## src/rtl/dds_freq_meter_if.sv

```systemverilog
// rtl/dds_freq_meter_if.sv - sample stream in, tuning-word estimate out
interface dds_freq_meter_if #(
    parameter int M = 32,
    parameter int W = 14
);
    logic                ic_en;
    logic signed [W-1:0] id_wave;
    logic                ic_val_data;
    logic [M-1:0]        od_p_est;
    logic                oc_val_est;
    logic                oc_ovf;
    logic                oc_busy;

    modport master (
        output ic_en, id_wave, ic_val_data,
        input  od_p_est, oc_val_est, oc_ovf, oc_busy
    );

    modport slave (
        input  ic_en, id_wave, ic_val_data,
        output od_p_est, oc_val_est, oc_ovf, oc_busy
    );
endinterface

```

## src/rtl/dds_freq_meter.sv

```systemverilog
// rtl/dds_freq_meter.sv - zero-crossing period counter with restoring divide to a DDS tuning word
module dds_freq_meter #(
    parameter int M     = 32,
    parameter int W     = 14,
    parameter int K     = 4,
    parameter int CNT_W = 24
) (
    input  logic              clk,
    input  logic              ic_rst,
    dds_freq_meter_if.slave   bus
);
    localparam int N_PER = 1 << K;
    localparam int XW    = K + 1;
    localparam int RW    = CNT_W + 1;
    localparam int BW    = (M > 1) ? $clog2(M) : 1;

    localparam logic [CNT_W-1:0] CNT_MAX   = '1;
    localparam logic [CNT_W-1:0] N_PER_C   = CNT_W'(N_PER);
    localparam logic [XW-1:0]    X_LAST    = XW'(N_PER - 1);
    localparam logic [RW-1:0]    REM_INIT  = RW'(N_PER);
    localparam logic [BW-1:0]    BIT_LAST  = BW'(M - 1);

    typedef enum logic [2:0] {IDLE, ARM, COUNT, DIV, DONE} state_t;

    state_t             state_q;
    logic               val_q, sign_q;
    logic               prev_vld_q, prev_sign_q;
    logic [CNT_W-1:0]   cnt_q;
    logic [XW-1:0]      xcnt_q;
    logic [RW-1:0]      rem_q;
    logic [M-1:0]       quot_q;
    logic [BW-1:0]      bit_q;
    logic [M-1:0]       p_est_q;
    logic               val_est_q, ovf_q, busy_q;

    logic               rise_d;
    logic [RW-1:0]      rem2_d, rem_d;
    logic               ge_d;
    logic [M-1:0]       quot_d;
    logic               sat_d;

    // The dividend 2^(M+K) contributes only 2^K above the quotient field, so the
    // remainder starts there and each step shifts in a zero bit.
    assign rise_d = val_q & prev_vld_q & prev_sign_q & ~sign_q;
    assign rem2_d = {rem_q[RW-2:0], 1'b0};
    assign ge_d   = (rem2_d >= {1'b0, cnt_q});
    assign rem_d  = ge_d ? (rem2_d - {1'b0, cnt_q}) : rem2_d;
    assign quot_d = {quot_q[M-2:0], ge_d};
    assign sat_d  = (cnt_q <= N_PER_C);

    always_ff @(posedge clk) begin
        if (ic_rst) begin
            state_q     <= IDLE;
            val_q       <= 1'b0;
            sign_q      <= 1'b0;
            prev_vld_q  <= 1'b0;
            prev_sign_q <= 1'b0;
            cnt_q       <= '0;
            xcnt_q      <= '0;
            rem_q       <= '0;
            quot_q      <= '0;
            bit_q       <= '0;
            p_est_q     <= '0;
            val_est_q   <= 1'b0;
            ovf_q       <= 1'b0;
            busy_q      <= 1'b0;
        end else begin
            val_q     <= bus.ic_val_data;
            sign_q    <= bus.id_wave[W-1];
            val_est_q <= 1'b0;
            case (state_q)
                IDLE: begin
                    if (bus.ic_en) begin
                        state_q    <= ARM;
                        busy_q     <= 1'b1;
                        prev_vld_q <= 1'b0;
                    end
                end
                ARM: begin
                    if (!bus.ic_en) begin
                        state_q <= IDLE;
                        busy_q  <= 1'b0;
                    end else if (val_q) begin
                        prev_vld_q  <= 1'b1;
                        prev_sign_q <= sign_q;
                        if (rise_d) begin
                            state_q <= COUNT;
                            cnt_q   <= '0;
                            xcnt_q  <= '0;
                        end
                    end
                end
                COUNT: begin
                    if (!bus.ic_en) begin
                        state_q <= IDLE;
                        busy_q  <= 1'b0;
                    end else if (val_q) begin
                        prev_vld_q  <= 1'b1;
                        prev_sign_q <= sign_q;
                        if (cnt_q == CNT_MAX) begin
                            state_q   <= DONE;
                            busy_q    <= 1'b0;
                            p_est_q   <= '0;
                            ovf_q     <= 1'b1;
                            val_est_q <= 1'b1;
                        end else begin
                            cnt_q <= cnt_q + 1'b1;
                            if (rise_d) begin
                                if (xcnt_q == X_LAST) begin
                                    state_q <= DIV;
                                    rem_q   <= REM_INIT;
                                    quot_q  <= '0;
                                    bit_q   <= '0;
                                end else begin
                                    xcnt_q <= xcnt_q + 1'b1;
                                end
                            end
                        end
                    end
                end
                DIV: begin
                    prev_vld_q <= 1'b0;
                    rem_q      <= rem_d;
                    quot_q     <= quot_d;
                    bit_q      <= bit_q + 1'b1;
                    if (bit_q == BIT_LAST) begin
                        state_q   <= DONE;
                        busy_q    <= 1'b0;
                        p_est_q   <= sat_d ? '1 : quot_d;
                        ovf_q     <= 1'b0;
                        val_est_q <= 1'b1;
                    end
                end
                DONE: begin
                    prev_vld_q <= 1'b0;
                    if (bus.ic_en) begin
                        state_q <= ARM;
                        busy_q  <= 1'b1;
                    end else begin
                        state_q <= IDLE;
                        busy_q  <= 1'b0;
                    end
                end
                default: begin
                    state_q <= IDLE;
                    busy_q  <= 1'b0;
                end
            endcase
        end
    end

    assign bus.od_p_est   = p_est_q;
    assign bus.oc_val_est = val_est_q;
    assign bus.oc_ovf     = ovf_q;
    assign bus.oc_busy    = busy_q;
endmodule

```

## src/flat_wrapper.sv

```systemverilog
// flat-port wrapper written by rule: the top's interface ports become plain ports
module dds_freq_meter_flat 
#(
    parameter int M     = 32,
    parameter int W     = 14,
    parameter int K     = 4,
    parameter int CNT_W = 24
)
  (clk, ic_rst, bus_ic_en, bus_id_wave, bus_ic_val_data, bus_od_p_est, bus_oc_val_est, bus_oc_ovf, bus_oc_busy);
  dds_freq_meter_if #(.M(M), .W(W)) bus_i ();
  input  logic clk;
  input  logic ic_rst;
  input wire logic [$bits(bus_i.ic_en)-1:0] bus_ic_en;
  input wire logic [$bits(bus_i.id_wave)-1:0] bus_id_wave;
  input wire logic [$bits(bus_i.ic_val_data)-1:0] bus_ic_val_data;
  output wire logic [$bits(bus_i.od_p_est)-1:0] bus_od_p_est;
  output wire logic [$bits(bus_i.oc_val_est)-1:0] bus_oc_val_est;
  output wire logic [$bits(bus_i.oc_ovf)-1:0] bus_oc_ovf;
  output wire logic [$bits(bus_i.oc_busy)-1:0] bus_oc_busy;
  assign bus_i.ic_en = bus_ic_en;
  assign bus_i.id_wave = bus_id_wave;
  assign bus_i.ic_val_data = bus_ic_val_data;
  assign bus_od_p_est = bus_i.od_p_est;
  assign bus_oc_val_est = bus_i.oc_val_est;
  assign bus_oc_ovf = bus_i.oc_ovf;
  assign bus_oc_busy = bus_i.oc_busy;
  dds_freq_meter #(.M(M), .W(W), .K(K), .CNT_W(CNT_W)) u_core (.clk(clk), .ic_rst(ic_rst), .bus(bus_i));
endmodule
```

## config.mk

```make
export PLATFORM = sky130hd
export DESIGN_NAME = dds_freq_meter_flat
export DESIGN_NICKNAME = d
export VERILOG_FILES = /design/src/rtl/dds_freq_meter_if.sv /design/src/rtl/dds_freq_meter.sv /design/src/flat_wrapper.sv
export SDC_FILE = /design/constraint.sdc
export NUM_CORES = 1
export LEC_CHECK = 0
export BUFFER_PORTS_ARGS = -buffer_cell sky130_fd_sc_hd__buf_2
export CAP_MARGIN = 20
export CORE_ASPECT_RATIO = 1.75
export CORE_MARGIN = 2
export CORE_UTILIZATION = 45
export DETAILED_ROUTE_END_ITERATION = 12
export GPL_TIMING_DRIVEN = 1
export HOLD_SLACK_MARGIN = 0.05
export SYNTH_ARGS = -nofsm -noshare
export SYNTH_HDL_FRONTEND = slang
export SYNTH_SLANG_ARGS = --single-unit
```

## constraint.sdc

```tcl
create_clock -name clk -period 3 [get_ports clk]
set_input_delay 0.15 -clock clk [delete_from_list [all_inputs] [get_ports clk]]
set_output_delay 0.15 -clock clk [all_outputs]
set_load 0.01 [all_outputs]
```

# Yosys cells after proc, flatten, opt, wreduce, memory -nomap -nowiden
# Index checks and enable logic that the tools add are counted.
# W data, S select, Z words.
# word_totals
ff_bits,131
input_bits,18
output_inout_bits,35
elab_cells,140
# op_classes
n_addsub,4
n_lt_le_gt_ge,2
n_eq_ne,28
n_mux,74
n_bitwise,4
reduce_logical,14
# ops
cell,n
$mux W24,12
$mux W32,5
$mux W31,5
$pmux W24 S2,2
$mux W5,13
$pmux W32 S2,1
$pmux W31 S2,1
$mux W3,10
$ge A25 B24 Y1,1
$add A24 B1 Y24 const B,1
$eq A24 B24 Y1 const B,1
$le A24 B5 Y1 const B,1
$sub A24 B24 Y24,1
$pmux W5 S2,2
$mux W1,18
$ne A2 B1 Y1 const B,9
$pmux W3 S5,1
$reduce_and A7 Y1,2
$ne A2 B2 Y1 const B,6
$ne A3 B2 Y1 const B,4
$add A5 B1 Y5 const B,2
$reduce_and A5 Y1,2
$reduce_and A9 Y1,1
$ne A4 B2 Y1 const B,2
other kinds (17),23

# Depth between registers and ports, before layout
# Gate-level depths: netlist (run 1).
# logic_depth
ltp_word,8
depth_mapped,13
ltp_nobuf,10

# Least setup slack after synthesis (run 1)
# OpenSTA, ideal clock, no wires.
# synth_path
path_kind,register -> register
start,reg u_core.cnt_q[11]
end,reg u_core.rem_q[12]
setup_ns,0.127
arrival_ns,2.471
t_required_ns,2.873
path_slack_ns,0.402
stages_incl_launch_ff,13
n_path_buf,2
synth_period_minus_slack_ns,2.598
path_cell_list,dfxtp_1 inv_1 ha_1 a21oi_1 a21boi_0 a311o_1 nor3_2 o21ai_2 a211o_1 buf_6 buf_8 mux2i_1 o21ai_1
# synth_via
elab_chain_len,3
word_cells_on_any_way,7
classes_between,add/sub (1); order compare (1); eq/ne (2); mux (2); reduce/logical (1)
# synth_lines
item,line,text
start: declaration,dds_freq_meter.sv:28,logic [CNT_W-1:0] cnt_q;
start signal: assignment,dds_freq_meter.sv:107,cnt_q <= cnt_q + 1'b1;
"$sub A24 B24 Y24, or another cell as far along",dds_freq_meter.sv:47,"assign rem_d = ge_d ? (rem2_d - {1'b0, cnt_q}) : rem2_d;"
$mux W24 / $ne A2 B2 Y1 (equally long branches),n/a,
$pmux W24 S2 / $reduce_and A6 Y1 (equally long branches),n/a,
end signal: assignment,dds_freq_meter.sv:123,rem_q <= rem_d;
end: declaration,dds_freq_meter.sv:30,logic [RW-1:0] rem_q;
# Parallel ways exist; a longest one is shown, timed or not.
# A chain may end at the register's enable or synchronous reset.

# Worst setup path after layout (run 1)
# layout_path
start,reg u_core.cnt_q[6]
end,reg u_core.rem_q[4]
# layout_via
elab_chain_len,3
word_cells_on_any_way,6
classes_between,order compare (1); eq/ne (2); mux (2); reduce/logical (1)
# layout_lines
item,line
$ge A25 B24 Y1 / $eq A24 B24 Y1 (equally long branches),"dds_freq_meter.sv:46, dds_freq_meter.sv:100"
$mux W24 / $ne A2 B2 Y1 (equally long branches),n/a
$pmux W24 S2 / $reduce_and A6 Y1 (equally long branches),n/a
# Parallel ways exist; a longest one is shown, timed or not.

==> key figures, run 1 <==
Cells and area
  – Commonest non-fill, non-tap cell in the layout: dfxtp_1
  – Reg area: 2620 µm²
  – Share of cells above drive strength 1: 12.5%
  – Final core occ: 53.7%
  – P&R area growth vs syn: 16.4%
  – Fillers: 1,370
  – Multi-input gate area: 3710 µm²
  – Commonest non-fill, non-tap cells in the layout: dfxtp_1, nor2_1, nand2_1
  – N_diodes: 0
  – Nets: 900

Place
  – GPL Wtd Cong: 0.965
  – DP HPWL: 11,700 µm
  – Port bufs: 39

Routing
  – Routed wire length: 16,400 µm
  – Post-route ant nets: 0
  – DR vias: 5,926
  – TritonRoute pass-1 iters: 5
  – Detailed Route Iter0 Violations: 224
  – DRC: 0
  – WL/cell: 15.7 µm
  – Vias/cell: 5.68

Global route
  – First-pass GRT wire length: 27,100 µm
  – Vias in the first global route: 5,818
  – Grt total ovfl: 0
  – Initial antenna violation count: 0
  – Largest net degree at the start of global routing: 41
  – GRT Total Usage: 22.0%

Clock network
  – Clock-pin slew on the worst setup and hold paths: 0.07 ns
  – H-tree depth: 4
  – CTS root buf: clkbuf_16
  – CTS Buffer Depth: 2
  – Clk_lat worst skew: 0.43 ns
  – CTS tree: built
  – Setup Buffers After CTS: 0
  – Clk sinks: 131
  – CTS Buf Count: 17

Synth
  – Ys async rst share: 0%
  – Cell variety after synth: 62
  – Post-Synthesis Cells: 816
  – Post-synthesis instance area: 6630 µm²
  – Synth top area cells: dfxtp_1, ha_1, nor2_1
  – Cell taking the most area after synthesis: dfxtp_1
  – Dominant synthesized flop cell: dfxtp_1
  – Synthesis Warnings: 0
  – Net Count, Synth: 865
  – Syn Area/Cell: 8.13 µm²
  – Post-synth EDFFs: 0
  – Flops & latches, synth: 131
  – Yosys top cell area share: 39.5%
  – Register area share after synthesis: 39.5%

Timing
  – Hold Vio Cnt, Final: 0
  – Final period utilization: 95.0%
  – Slew Viols, Final: 0
  – Tmin final: 2.85 ns
  – TNS Setup: 0 ns
  – Setup-failing EPs final: 0
  – RSZ-0062 raised after global routing: false
  – Slew Limit Headroom: 39.4%
  – Fmax: 351 MHz
  – Worst slew pin tran: 0.907 ns
  – Clock skew: 0.0147 ns

Floorplanning
  – Die Height: 165 µm
  – Die ar.: 15,800 µm²
  – Row count: 58
  – Num ports: 53
  – Core ar.: 14,400 µm²
  – Initial Util: 46.2%
  – Die extent in x: 95.8 µm

Job
  – Max_cap viols: 0

Pwr
  – Leakage: 3.14 nW
  – Sw frac: 26.7%
  – Reg power frac: 38.5%
  – Internal Power: 3.43 mW
  – Logic pwr share: 11.9%
  – Clock share of power: 49.6%
  – Pwr Density: 606 nW/µm²
  – P_sw: 1.25 mW
  – Max VDD drop: 0.000417 V

Critical path
  – WP data arrival: 3.17 ns
  – Crit path required time: 3.32 ns
  – Critical Path Sink Type: flip-flop
  – Crit Path Category: flip-flop to flip-flop
  – Critical path peak fanout: 11
  – CP startpoint kind: flip-flop

Hold path
  – Worst min path class: input pin to flip-flop

Run status
  – Status: finished, final reports clean
## sequential cells by signal (all words and copies together), names as in the netlist
| signal | cells |
|---|---|
| u_core.cnt_q | 24 |
| u_core.prev_sign_q | 1 |
| u_core.bus.od_p_est | 32 |
| u_core.xcnt_q | 5 |
| u_core.bus.oc_busy | 1 |
| u_core.val_q | 1 |
| u_core.sign_q | 1 |
| u_core.prev_vld_q | 1 |
| u_core.bus.oc_ovf | 1 |
| u_core.quot_q | 31 |
| u_core.bus.oc_val_est | 1 |
| u_core.rem_q | 24 |
| u_core.bit_q | 5 |
| u_core.state_q | 3 |
## worst max-delay path: stages, from the launching register on
cell	delay, ns
dfxtp_1	0.43
inv_1	0.15
ha_1	0.32
a21oi_1	0.15
o21ai_1	0.09
a311o_1	0.34
nor3_2	0.26
o21ai_2	0.11
a211o_1	0.35
buf_4	0.21
mux2i_1	0.13
a221oi_1	0.22
## timing repair
item	CTS	global route
endpoints found under the setup margin	0	3
endpoints found under the hold margin	2	0
resized for setup	0	3
hold buffers	2	0
## cells by family after synthesis
family / synth area share [%]
xor gates and xnor gates: 5.68
DFF: 39.5
buffers and inverters: 4.87
muxes: 3.62
AOI/OAI and AO/OA: 19.7
and+or+nand+nor: 20.6
adders and majority gates: 5.96
## per-layer routing
layer | routed length, µm | vias to the layer above | track usage (%)
met5 | 0 | - | 0
met3 | 524 | 45 | 4.01
met4 | 800 | 0 | 13.1
li1 | - | 2938 | -
met2 | 8730 | 127 | 39.9
met1 | 6320 | 2816 | 22.8
## per-stage QoR
step                      area, µm²  worst slack [ns]  power, mW  hold slack [ns]  cells
after global routing           7720           0.00246       4.85            0.215   1044
after floorplan                6630             0.402       2.25            0.278    816
after global placement         7040             0.186       2.38            0.363   1010
after CTS                      7710             0.140       4.72            0.140   1044
final                          7720             0.151       4.68            0.172   1044
after detailed placement       7040             0.154       2.39            0.376   1010
## power by group through the flow
| stage | clock network, mW | registers (mW) | logic (mW) |
|---|---|---|---|
| floorplan | 0 | 1.83 | 0.422 |
| global placement | 0 | 1.84 | 0.537 |
| detailed placement | 0 | 1.84 | 0.550 |
| CTS | 2.36 | 1.80 | 0.557 |
| global route | 2.43 | 1.81 | 0.618 |
| finish | 2.32 | 1.80 | 0.556 |
## synth_stat cells, drive strengths merged (5+ instances only)
cell and number:
ha 30, mux2i 24, or2 5, xnor2 34, nor2 97, nand3 23
a22oi 34, nor2b 8, nand4 9, nand2 83, and4 6, and3 7
a21oi 66, inv 35, xor2 9, clkbuf 35, dfxtp 131, nor4 6
nor3 16, o21ai 77, a21o 5, buf 9, or3 5, o21a 7
nand2b 9
## final timing paths
check                                end  cells past startpoint              startpoint  slack [ns]
setup / recovery         u_core.rem_q[4]                     11         u_core.cnt_q[6]        0.15
hold / removal         u_core.prev_vld_q                      3               bus_ic_en        0.17
setup reg to reg         u_core.rem_q[4]                     11         u_core.cnt_q[6]        0.15
hold reg to reg   u_core.bus.od_p_est[9]                      2  u_core.bus.od_p_est[9]        0.45
## final cells by class
cell class	count	area share, %
multi-input combinational	606	48.1
clock inverter	14	2.79
sequential	131	34.0
timing repair buffer	60	4.80
tap	180	2.92
inverter	35	1.70
clock buffer	18	5.69
Power figures use the tool's default switching activity.
==> run 2: changes to the inputs <==
--- a/config.mk
+++ b/config.mk
@@ -9,7 +9,7 @@
 export CAP_MARGIN = 20
 export CORE_ASPECT_RATIO = 1.75
 export CORE_MARGIN = 2
-export CORE_UTILIZATION = 45
+export CORE_UTILIZATION = 40
 export DETAILED_ROUTE_END_ITERATION = 12
 export GPL_TIMING_DRIVEN = 1
 export HOLD_SLACK_MARGIN = 0.05
==> key figures, run 2 (synthesized netlist as in run 1, its figures left out) <==
Critical path
  – Critical Path Sink Type: flip-flop
  – WP data arrival: 3.15 ns
  – CP startpoint kind: flip-flop
  – Worst Setup EP: u_core.rem_q[4]
  – Worst Setup SP: u_core.cnt_q[11]
  – Crit Path Category: flip-flop to flip-flop
  – R2R depth: 11
  – Worst R2R Start: u_core.cnt_q[11]
  – FF-to-FF setup slack: 0.18 ns
  – Critical path peak fanout: 12
  – RR Endpoint: u_core.rem_q[4]
  – Crit path required time: 3.32 ns

Place
  – Port bufs: 39
  – Placed Area: 7090 µm²
  – Worst slack at placement: 0.162 ns
  – DP HPWL: 11,500 µm
  – GPL Wtd Cong: 0.842

Clock network
  – H-tree depth: 4
  – CTS tree: built
  – CTS root buf: clkbuf_16
  – CTS Buf Count: 17
  – Clk_lat worst skew: 0.42 ns
  – CTS Buffer Depth: 2
  – Clk sinks: 131
  – Clock-pin slew on the worst setup and hold paths: 0.06 ns

Global route
  – Vias in the first global route: 5,738
  – Global route hottest layer: met2
  – First-pass GRT wire length: 27,300 µm
  – Grt total ovfl: 0
  – Met2 Use GR: 34.7%
  – Met3 usage: 3.74%
  – Initial antenna violation count: 0
  – GRT Total Usage: 19.4%
  – Largest net degree at the start of global routing: 47
  – Global Route met1 Usage: 20.6%

Floorplanning
  – Num ports: 53
  – Die Height: 174 µm
  – Core ar.: 16,300 µm²
  – Die ar.: 17,700 µm²
  – Die extent in x: 101 µm
  – Row count: 62
  – Initial Util: 40.7%

Timing
  – Final period utilization: 94.0%
  – Setup-failing EPs final: 0
  – Hold Vio Cnt, Final: 0
  – Final WS setup: 0.179 ns
  – Clock skew: 0.00660 ns
  – TNS Setup: 0 ns
  – Slew Viols, Final: 0
  – Worst hold margin: 0.0981 ns
  – Worst slew pin tran: 0.939 ns
  – Tmin final: 2.82 ns
  – Slew Limit Headroom: 37.4%
  – RSZ-0062 raised after global routing: false
  – Fmax: 354 MHz

Pwr
  – Pwr Density: 576 nW/µm²
  – Leakage: 3.14 nW
  – Max VDD drop: 0.000397 V
  – Overall power: 4.45 mW

Routing
  – TritonRoute pass-1 iters: 4
  – DR vias: 5,776
  – DRC: 0
  – Routed wire length: 16,300 µm
  – Vias/cell: 5.47
  – Post-route ant nets: 0
  – Detailed Route Iter0 Violations: 237
  – WL/cell: 15.4 µm

Cells and area
  – Final instance area: 7720 µm²
  – P&R area growth vs syn: 16.4%
  – Commonest non-fill, non-tap cells in the layout: dfxtp_1, nor2_1, nand2_1
  – N_diodes: 0
  – Nets: 904
  – Share of cells above drive strength 1: 12.0%
  – Max reg flops: 32
  – Commonest non-fill, non-tap cell in the layout: dfxtp_1

Job
  – Max_cap viols: 0

Hold path
  – Worst Hold Depth: 2
  – Worst min path class: input pin to flip-flop

Run status
  – Status: finished, final reports clean
## run 2: final cells by class
class / count / area, µm²
Clock buffer: 23 / 478
Clock inverter: 5 / 103
Fill cell: 1622 / 8570
Inverter: 35 / 131
Multi-Input combinational cell: 606 / 3720
Sequential cell: 131 / 2620
Tap cell: 192 / 240
Timing Repair Buffer: 64 / 425
## run 2: worst min path at each step
stage	startpoint	end	slack (ns)
2_1_floorplan	bus_id_wave[13]	u_core.sign_q	0.28
3_3_place_gp	bus_ic_val_data	u_core.val_q	0.37
3_5_place_dp	bus_ic_val_data	u_core.val_q	0.37
4_1_cts	ic_rst	u_core.bit_q[0]	0.09
5_1_grt	ic_rst	u_core.quot_q[9]	0.10
6_report	ic_rst	u_core.bit_q[1]	0.1
## run 2: power by group
part | internal [mW] | switching [mW]
sequential | 1.77 | 0.0363
clock | 1.35 | 0.724
combinational | 0.228 | 0.336
total | 3.35 | 1.10
## run 2: repair_timing
item                       CTS  global route
gates resized for setup      0             2
hold endpoints to repair     2             0
setup endpoints to repair    0            19
buffers inserted             0             1
hold buffers                 2             0
## run 2: metrics by stage
step	utilization, %	cells
4_1_cts	47.2	1055
5_1_grt	47.4	1056
3_3_place_gp	43.5	1025
6_report	47.4	1056
2_1_floorplan	-	816
3_5_place_dp	43.5	1025
## run 2: metal layers
metal / up-vias / routed length, µm
met5: - / 0
met2: 79 / 8840
li1: 2929 / -
met3: 37 / 345
met4: 0 / 708
met1: 2731 / 6400
## run 2: worst max-delay path: stages, from the launching register on
cell and delay [ns]:
dfxtp_1 0.34, inv_1 0.09, ha_1 0.36, a21oi_1 0.22, a21boi_0 0.12, a311o_1 0.35
nor3_2 0.25, o21ai_2 0.12, a211o_4 0.37, buf_12 0.16, mux2i_1 0.11, a221oi_1 0.22
